### config.mk
export PLATFORM = sky130hd
export DESIGN_NAME = iomem_bellek_yanitlayici
export DESIGN_NICKNAME = d
export VERILOG_FILES = /design/src/rtl/iomem_bellek_yanitlayici_pkg.sv /design/src/rtl/iomem_bellek_yanitlayici_hakem.sv /design/src/rtl/iomem_bellek_yanitlayici.sv
export SDC_FILE = /design/constraint.sdc
export NUM_CORES = 1
export LEC_CHECK = 0
export BUFFER_PORTS_ARGS = -buffer_cell sky130_fd_sc_hd__buf_2
export CAP_MARGIN = 15
export CORE_MARGIN = 1.5
export CORE_UTILIZATION = 42
export DETAILED_ROUTE_END_ITERATION = 8
export GPL_TIMING_DRIVEN = 0
export PLACE_DENSITY = 0.8
export SETUP_SLACK_MARGIN = 0.1
export SLEW_MARGIN = 15
export SYNTH_ARGS = -nofsm -noshare
export SYNTH_HDL_FRONTEND = slang
export SYNTH_SLANG_ARGS = --single-unit
### constraint.sdc
create_clock -name clk_i -period 5 [get_ports clk_i]
set_clock_uncertainty 0.15 [all_clocks]
set_input_delay 1 -clock clk_i [delete_from_list [all_inputs] [get_ports clk_i]]
set_output_delay 1 -clock clk_i [all_outputs]
set_load 0.1 [all_outputs]
### src/rtl/iomem_bellek_yanitlayici_pkg.sv
// Shared constants for the iomem responder: FSM encodings, port indices,
// address range and the read strobe encoding.
package iomem_bellek_yanitlayici_pkg;

    localparam logic [1:0] BOSTA  = 2'd0;
    localparam logic [1:0] ERISIM = 2'd1;
    localparam logic [1:0] AL     = 2'd2;
    localparam logic [1:0] YANIT  = 2'd3;

    localparam logic BIB_PORT  = 1'b0;
    localparam logic VERI_PORT = 1'b1;

    localparam int ADR_MSB = 18;
    localparam int ADR_LSB = 2;
    localparam int ADR_W   = ADR_MSB - ADR_LSB + 1;

    localparam logic [3:0] WSTRB_OKU = 4'b0000;

endpackage

### src/rtl/iomem_bellek_yanitlayici_hakem.sv
// Two-input round-robin arbiter; when both ports request, the one that was
// not served last wins.
module iomem_hakem
    import iomem_bellek_yanitlayici_pkg::*;
(
    input  logic v0_i,
    input  logic v1_i,
    input  logic son_hizmet_i,
    input  logic en_i,
    output logic grant_o,
    output logic granted_o
);

    always_comb begin
        grant_o = BIB_PORT;
        if (v0_i && v1_i) begin
            grant_o = ~son_hizmet_i;
        end else if (v1_i) begin
            grant_o = VERI_PORT;
        end
        granted_o = en_i && (v0_i || v1_i);
    end

endmodule

### src/rtl/iomem_bellek_yanitlayici.sv
// iomem bus responder: arbitrates instruction/data cache requests and serves
// them one at a time from a single-port SRAM with optional wait states.
module iomem_bellek_yanitlayici
    import iomem_bellek_yanitlayici_pkg::*;
#(
    parameter int BEKLEME = 0
) (
    input  logic                       clk_i,
    input  logic                       rst_ni,
    input  logic                       p0_valid_i,
    input  logic [ADR_MSB:ADR_LSB]     p0_addr_i,
    input  logic [31:0]                p0_wdata_i,
    input  logic [3:0]                 p0_wstrb_i,
    output logic [31:0]                p0_rdata_o,
    output logic                       p0_ready_o,
    input  logic                       p1_valid_i,
    input  logic [ADR_MSB:ADR_LSB]     p1_addr_i,
    input  logic [31:0]                p1_wdata_i,
    input  logic [3:0]                 p1_wstrb_i,
    output logic [31:0]                p1_rdata_o,
    output logic                       p1_ready_o,
    output logic                       sram_en_o,
    output logic [3:0]                 sram_we_o,
    output logic [ADR_W-1:0]           sram_adr_o,
    output logic [31:0]                sram_wdata_o,
    input  logic [31:0]                sram_rdata_i
);

    localparam logic [3:0] BEKLEME_L = 4'(BEKLEME);

    logic [1:0]       state_q, state_d;
    logic             grant_q, grant_d;
    logic             son_hizmet_q, son_hizmet_d;
    logic [ADR_W-1:0] addr_q, addr_d;
    logic [31:0]      wdata_q, wdata_d;
    logic [3:0]       wstrb_q, wstrb_d;
    logic [3:0]       sayac_q, sayac_d;
    logic             ilk_q, ilk_d;
    logic [31:0]      rdata_q, rdata_d;

    logic hakem_grant;
    logic hakem_granted;

    iomem_hakem u_hakem (
        .v0_i         (p0_valid_i),
        .v1_i         (p1_valid_i),
        .son_hizmet_i (son_hizmet_q),
        .en_i         (state_q == BOSTA),
        .grant_o      (hakem_grant),
        .granted_o    (hakem_granted)
    );

    always_comb begin
        state_d      = state_q;
        grant_d      = grant_q;
        son_hizmet_d = son_hizmet_q;
        addr_d       = addr_q;
        wdata_d      = wdata_q;
        wstrb_d      = wstrb_q;
        sayac_d      = sayac_q;
        ilk_d        = ilk_q;
        rdata_d      = rdata_q;
        case (state_q)
            BOSTA: begin
                if (hakem_granted) begin
                    grant_d = hakem_grant;
                    addr_d  = (hakem_grant == VERI_PORT) ? p1_addr_i  : p0_addr_i;
                    wdata_d = (hakem_grant == VERI_PORT) ? p1_wdata_i : p0_wdata_i;
                    wstrb_d = (hakem_grant == VERI_PORT) ? p1_wstrb_i : p0_wstrb_i;
                    state_d = ERISIM;
                end
            end
            ERISIM: begin
                sayac_d = BEKLEME_L;
                ilk_d   = 1'b1;
                state_d = AL;
            end
            AL: begin
                // SRAM data is only valid in the cycle right after the enable
                ilk_d = 1'b0;
                if (ilk_q && (wstrb_q == WSTRB_OKU)) begin
                    rdata_d = sram_rdata_i;
                end
                if (sayac_q != 4'd0) begin
                    sayac_d = sayac_q - 4'd1;
                end else begin
                    state_d = YANIT;
                end
            end
            default: begin
                son_hizmet_d = grant_q;
                state_d      = BOSTA;
            end
        endcase
    end

    always_ff @(posedge clk_i or negedge rst_ni) begin
        if (!rst_ni) begin
            state_q      <= BOSTA;
            grant_q      <= BIB_PORT;
            son_hizmet_q <= VERI_PORT;
            addr_q       <= '0;
            wdata_q      <= '0;
            wstrb_q      <= '0;
            sayac_q      <= '0;
            ilk_q        <= 1'b0;
            rdata_q      <= '0;
        end else begin
            state_q      <= state_d;
            grant_q      <= grant_d;
            son_hizmet_q <= son_hizmet_d;
            addr_q       <= addr_d;
            wdata_q      <= wdata_d;
            wstrb_q      <= wstrb_d;
            sayac_q      <= sayac_d;
            ilk_q        <= ilk_d;
            rdata_q      <= rdata_d;
        end
    end

    always_comb begin
        sram_en_o    = (state_q == ERISIM);
        sram_we_o    = sram_en_o ? wstrb_q : 4'b0000;
        sram_adr_o   = addr_q;
        sram_wdata_o = wdata_q;
        p0_ready_o   = (state_q == YANIT) && (grant_q == BIB_PORT);
        p1_ready_o   = (state_q == YANIT) && (grant_q == VERI_PORT);
        p0_rdata_o   = rdata_q;
        p1_rdata_o   = rdata_q;
    end

endmodule

# After elaboration in Yosys (flattened, before gate mapping)
# Index checks and enable logic that the tools add are counted.
# classes
n_addsub	1
eq_ne	6
muxes	12
n_bitwise	2
n_reduce_logical	15
# ops
cell	count
two-way mux 32 bit	1
two-way mux 17 bit	1
two-way mux 4 bit	3
one-hot mux 4 bit (2 select lines)	1
AND reduction 2 bit	4
!= test 2 bit, second input constant	3
one-hot mux 2 bit (3 select lines)	1
logical AND 1 bit	5
== test 2 bit, second input constant	2
logical NOT 4 bit	1
two-way mux 2 bit	2
nonzero test 4 bit	1
subtractor 4 x 1 -> 4 bit, second input constant	1
OR reduction 3 bit	1
== test 2 x 1 -> 1 bit, second input constant	1
logical NOT 2 bit	1
two-way mux 1 bit	2
inverter 1 bit	2
one-hot mux 1 bit (2 select lines)	1
nonzero test 2 bit	1
logical OR 1 bit	1
# word_totals
regBits	94

# Longest topological paths before layout
# logic_depth
word_depth	4
depth_mapped	7
mapped_depth_nobuf	5

# Cells and area by module
# A second synthesis with hierarchy kept.
# hier_totals
cells_unflattened	392
area_unflattened_um2	4593.2
# by_module_without_submodules
module	n_inst	cells_each	area_each_um2	seq_area_each_um2
iomem_bellek_yanitlayici	1	390	4574.4	2353.5
iomem_hakem	1	2	18.8	0.0

# Worst setup path after synthesis
# Ideal clock, no wire load.
# synth_timing
kind	flip-flop to output port
from	register state_q[1]
to	output sram_we_o[0]
arrival_time_ns	2.175
required_ns	3.850
slack_ns	1.675
path_stages_with_launch	4
path_cell_list	dfrtp_1 inv_1 ha_1 and2_1
# synth_via
elab_chain_len	2
# synth_rtl
element	line	source
start, declared	iomem_bellek_yanitlayici.sv:31	logic [1:0] state_q, state_d;
start signal, assigned	iomem_bellek_yanitlayici.sv:109	state_q <= state_d;
== test 2 x 1 -> 1 bit	iomem_bellek_yanitlayici.sv:122	sram_en_o = (state_q == ERISIM);
net sram_en_o	iomem_bellek_yanitlayici.sv:22	output logic sram_en_o,
two-way mux 4 bit	iomem_bellek_yanitlayici.sv:123	sram_we_o = sram_en_o ? wstrb_q : 4'b0000;
end, declared	iomem_bellek_yanitlayici.sv:23	output logic [3:0] sram_we_o,
# The timed path passes the listed nets, and every way through them passes these cells.

# Worst setup path in the final report
# layout_timing
from	register state_q[1]
to	output sram_we_o[1]
# layout_via
elab_chain_len	2
# layout_rtl
element	line
== test 2 x 1 -> 1 bit	iomem_bellek_yanitlayici.sv:122
two-way mux 4 bit	iomem_bellek_yanitlayici.sv:123
# Every way passes these cells.

==> summary.md <==
| Metric | Value |
|---|---|
| Pre-CTS setup slack | `2250 ps` |
| Cts bufs inserted | `9` |
| Top cell family by delay on the critical path | `buffers and inverters` |
| Max incr delay on CP | `430 ps` |
| Max cap viols | `0` |
| Tmin final | `2890 ps` |
| Antenna Nets Post-Route | `0` |
| Diodes inserted | `0` |
| Layout net count | `806` |
| CTS tree | `built` |
| Max Freq | `0.347 GHz` |
| Crit path cell chain | `inv_1, ha_1, and2_2, buf_2` |
| CTS Hold Bufs | `0` |
| Fraction of layout cells with a size suffix above 1 | `54.6%` |
| I/O pins | `262` |
| Syn_area_per_cell | `11.8 um^2` |
| Worst Setup Start Kind | `flip-flop` |
| Worst Setup End Kind | `output pin` |
| Final Cycle Share | `57.7%` |
| Most common cell after layout, fill and taps aside | `buf_2` |
| Grt ovf | `0` |
| Slew Limit Headroom | `59.0%` |
| DIE AREA | `11400 um^2` |
| Port Buf Inserts | `261` |
| GP Congestion | `0.845` |
| Setup TNS | `0 ps` |
| Chip height | `107 um` |
| DRC viols | `0` |
| H-tree depth | `3` |
| Final setup viols | `0` |
| Crit-path max FO | `6` |
| Routed WL | `12100 um` |
| Hold_sp | `sram_wdata_o[18]$_DFFE_PN0P_` |
| Most frequent cells in the layout | `buf_2 (263), dfrtp_1 (93), nand2_1 (59)` |
| Post-synthesis cell type count | `28` |
| Core area | `10400 um^2` |
| Root buf cell | `clkbuf_8` |
| Worst-Margin Slew | `615 ps` |
| Final WS setup | `2110 ps` |
| Syn Nets | `533` |
| RSZ-0062 raised after global routing | `false` |
| R2R depth | `7` |
| CTS max path bufs | `2` |
| First-pass GRT wire length | `18600 um` |
| Ys Warns | `0` |
| Antenna violations before repair | `0` |
| Worst Path Required | `3850 ps` |
| Die width | `107 um` |
| Iteration-0 DRC Markers | `108` |
| Routed WL per cell | `15.1 um` |
| Row cnt | `37` |
| Yosys reg bits | `94` |
| WP depth | `4` |
| Hold Crit Depth | `2` |
| Status | `completed` |
| Drt via density | `4.84` |
| Post-Synthesis Cell Area | `4530 um^2` |
| Largest net degree at the start of global routing | `49` |
| Final hold viol count | `0` |
| Sinks on Clock Net | `94` |
| Hold Path Class | `reg -> reg` |
| Slowest CP cell | `dfrtp_1` |
| Clock transition at path regs | `90 ps` |
| Post-CTS sizing | `0` |
| Max-slew violations | `0` |
| First-pass DRT Iterations | `4` |
| Worst Path Buf+Inv | `2` |
| Starting Density | `43.5%` |
| Critical path class | `reg -> out` |
| GRT Total Usage | `21.1%` |
| Area Growth Syn to Fin | `37.6%` |
| WP data arrival | `1740 ps` |
| Post-DP HPWL | `9560 um` |
| Clock Latency Late Sink | `360 ps` |
| Vias in the first global route | `3877` |
| Mapped Cells | `385` |
| Filler cells | `874` |
| Register area share after synthesis | `51.9%` |
| CP Launch Point | `state_q[1]$_DFFE_PN0P_` |
| Routed via count | `3865` |
| FF-to-FF Start | `state_q[0]$_DFFE_PN0P_` |
| # Post-CTS Setup Buffers | `0` |
-- stage by stage --
step	cells	area, um^2	hold slack [ps]	util (%)
after CTS	799	6240	334	59.9
final	799	6240	331	59.9
after detailed placement	783	6040	315	58.0
after floorplan	385	4530	288	-
after global routing	799	6240	352	59.9
after global placement	782	6010	310	57.7
-- cells in the mapped netlist (all sizes together) --
cell type   n  area, um^2
buf        44         334
nor4b       1        15.0
nand2b      2        12.5
or3b        1        8.76
mux2       34         495
and2        5        32.5
o21ai      56         284
a21bo       1        10.0
mux2i      57         571
nor2b       1        6.26
nand3       3        15.0
a21oi       1        5.00
nand3b      1        11.3
inv         6        22.5
o2bb2ai     1        8.76
dfstp       1        26.3
a22oi       1        7.51
nor2        1        3.75
ha          6        75.1
dfrtp      93        2330
nor3        1        5.00
nand2      59         221
clkbuf      9        33.8
-- final timing paths --
path	slack (ps)	endpoint
max	2110	sram_we_o[1]
min	330	sram_wdata_o[18]$_DFFE_PN0P_
max reg2reg	2890	sram_adr_o[8]$_DFFE_PN0P_
min reg2reg	330	sram_wdata_o[18]$_DFFE_PN0P_
max in group asynchronous	3500	son_hizmet_q$_DFFE_PN1N_
min in group asynchronous	500	p0_rdata_o[25]$_DFFE_PN0P_
-- cells by family after synthesis --
| group | synth area share, % |
|---|---|
| buffers and inverters | 8.61 |
| AND/OR/NAND/NOR | 7.32 |
| adder cells (fa/ha/maj) | 1.66 |
| AO/OA/AOI/OAI | 6.96 |
| flip-flops | 51.9 |
| multiplexers | 23.5 |
-- cell type report --
type	count	area [um^2]	share of cell area [%]
sequential	94	2350	37.7
clock inverter	6	61.3	0.983
clock buffer	10	138	2.21
buffer	53	368	5.90
inverter	6	22.5	0.361
timing repair buffer	262	1340	21.4
tap	136	170	2.73
multi-input combinational	232	1790	28.7
-- sequential cells by signal (all words and copies together) (netlist names) --
name and count:
wstrb_q 4, son_hizmet_q 1, grant_q 1, p0_rdata_o 32, ilk_q 1, sayac_q 4
sram_adr_o 17, sram_wdata_o 32, state_q 2
-- worst min-delay path, stage by stage, from the launching register on --
cell	delay, ps
dfrtp_1	350
nand2_1	40
o21ai_0	60
-- routing by layer --
metal / routed length, um / vias up / track usage, %
li1: - / 1823 / -
met1: 4870 / 1840 / 24.2
met2: 6210 / 177 / 38.9
met3: 651 / 25 / 3.22
met4: 318 / 0 / 9.05
met5: 0 / - / 0
Power is not shown: default switching activity piles up to over one toggle a cycle in this logic, so the estimate is an artifact.
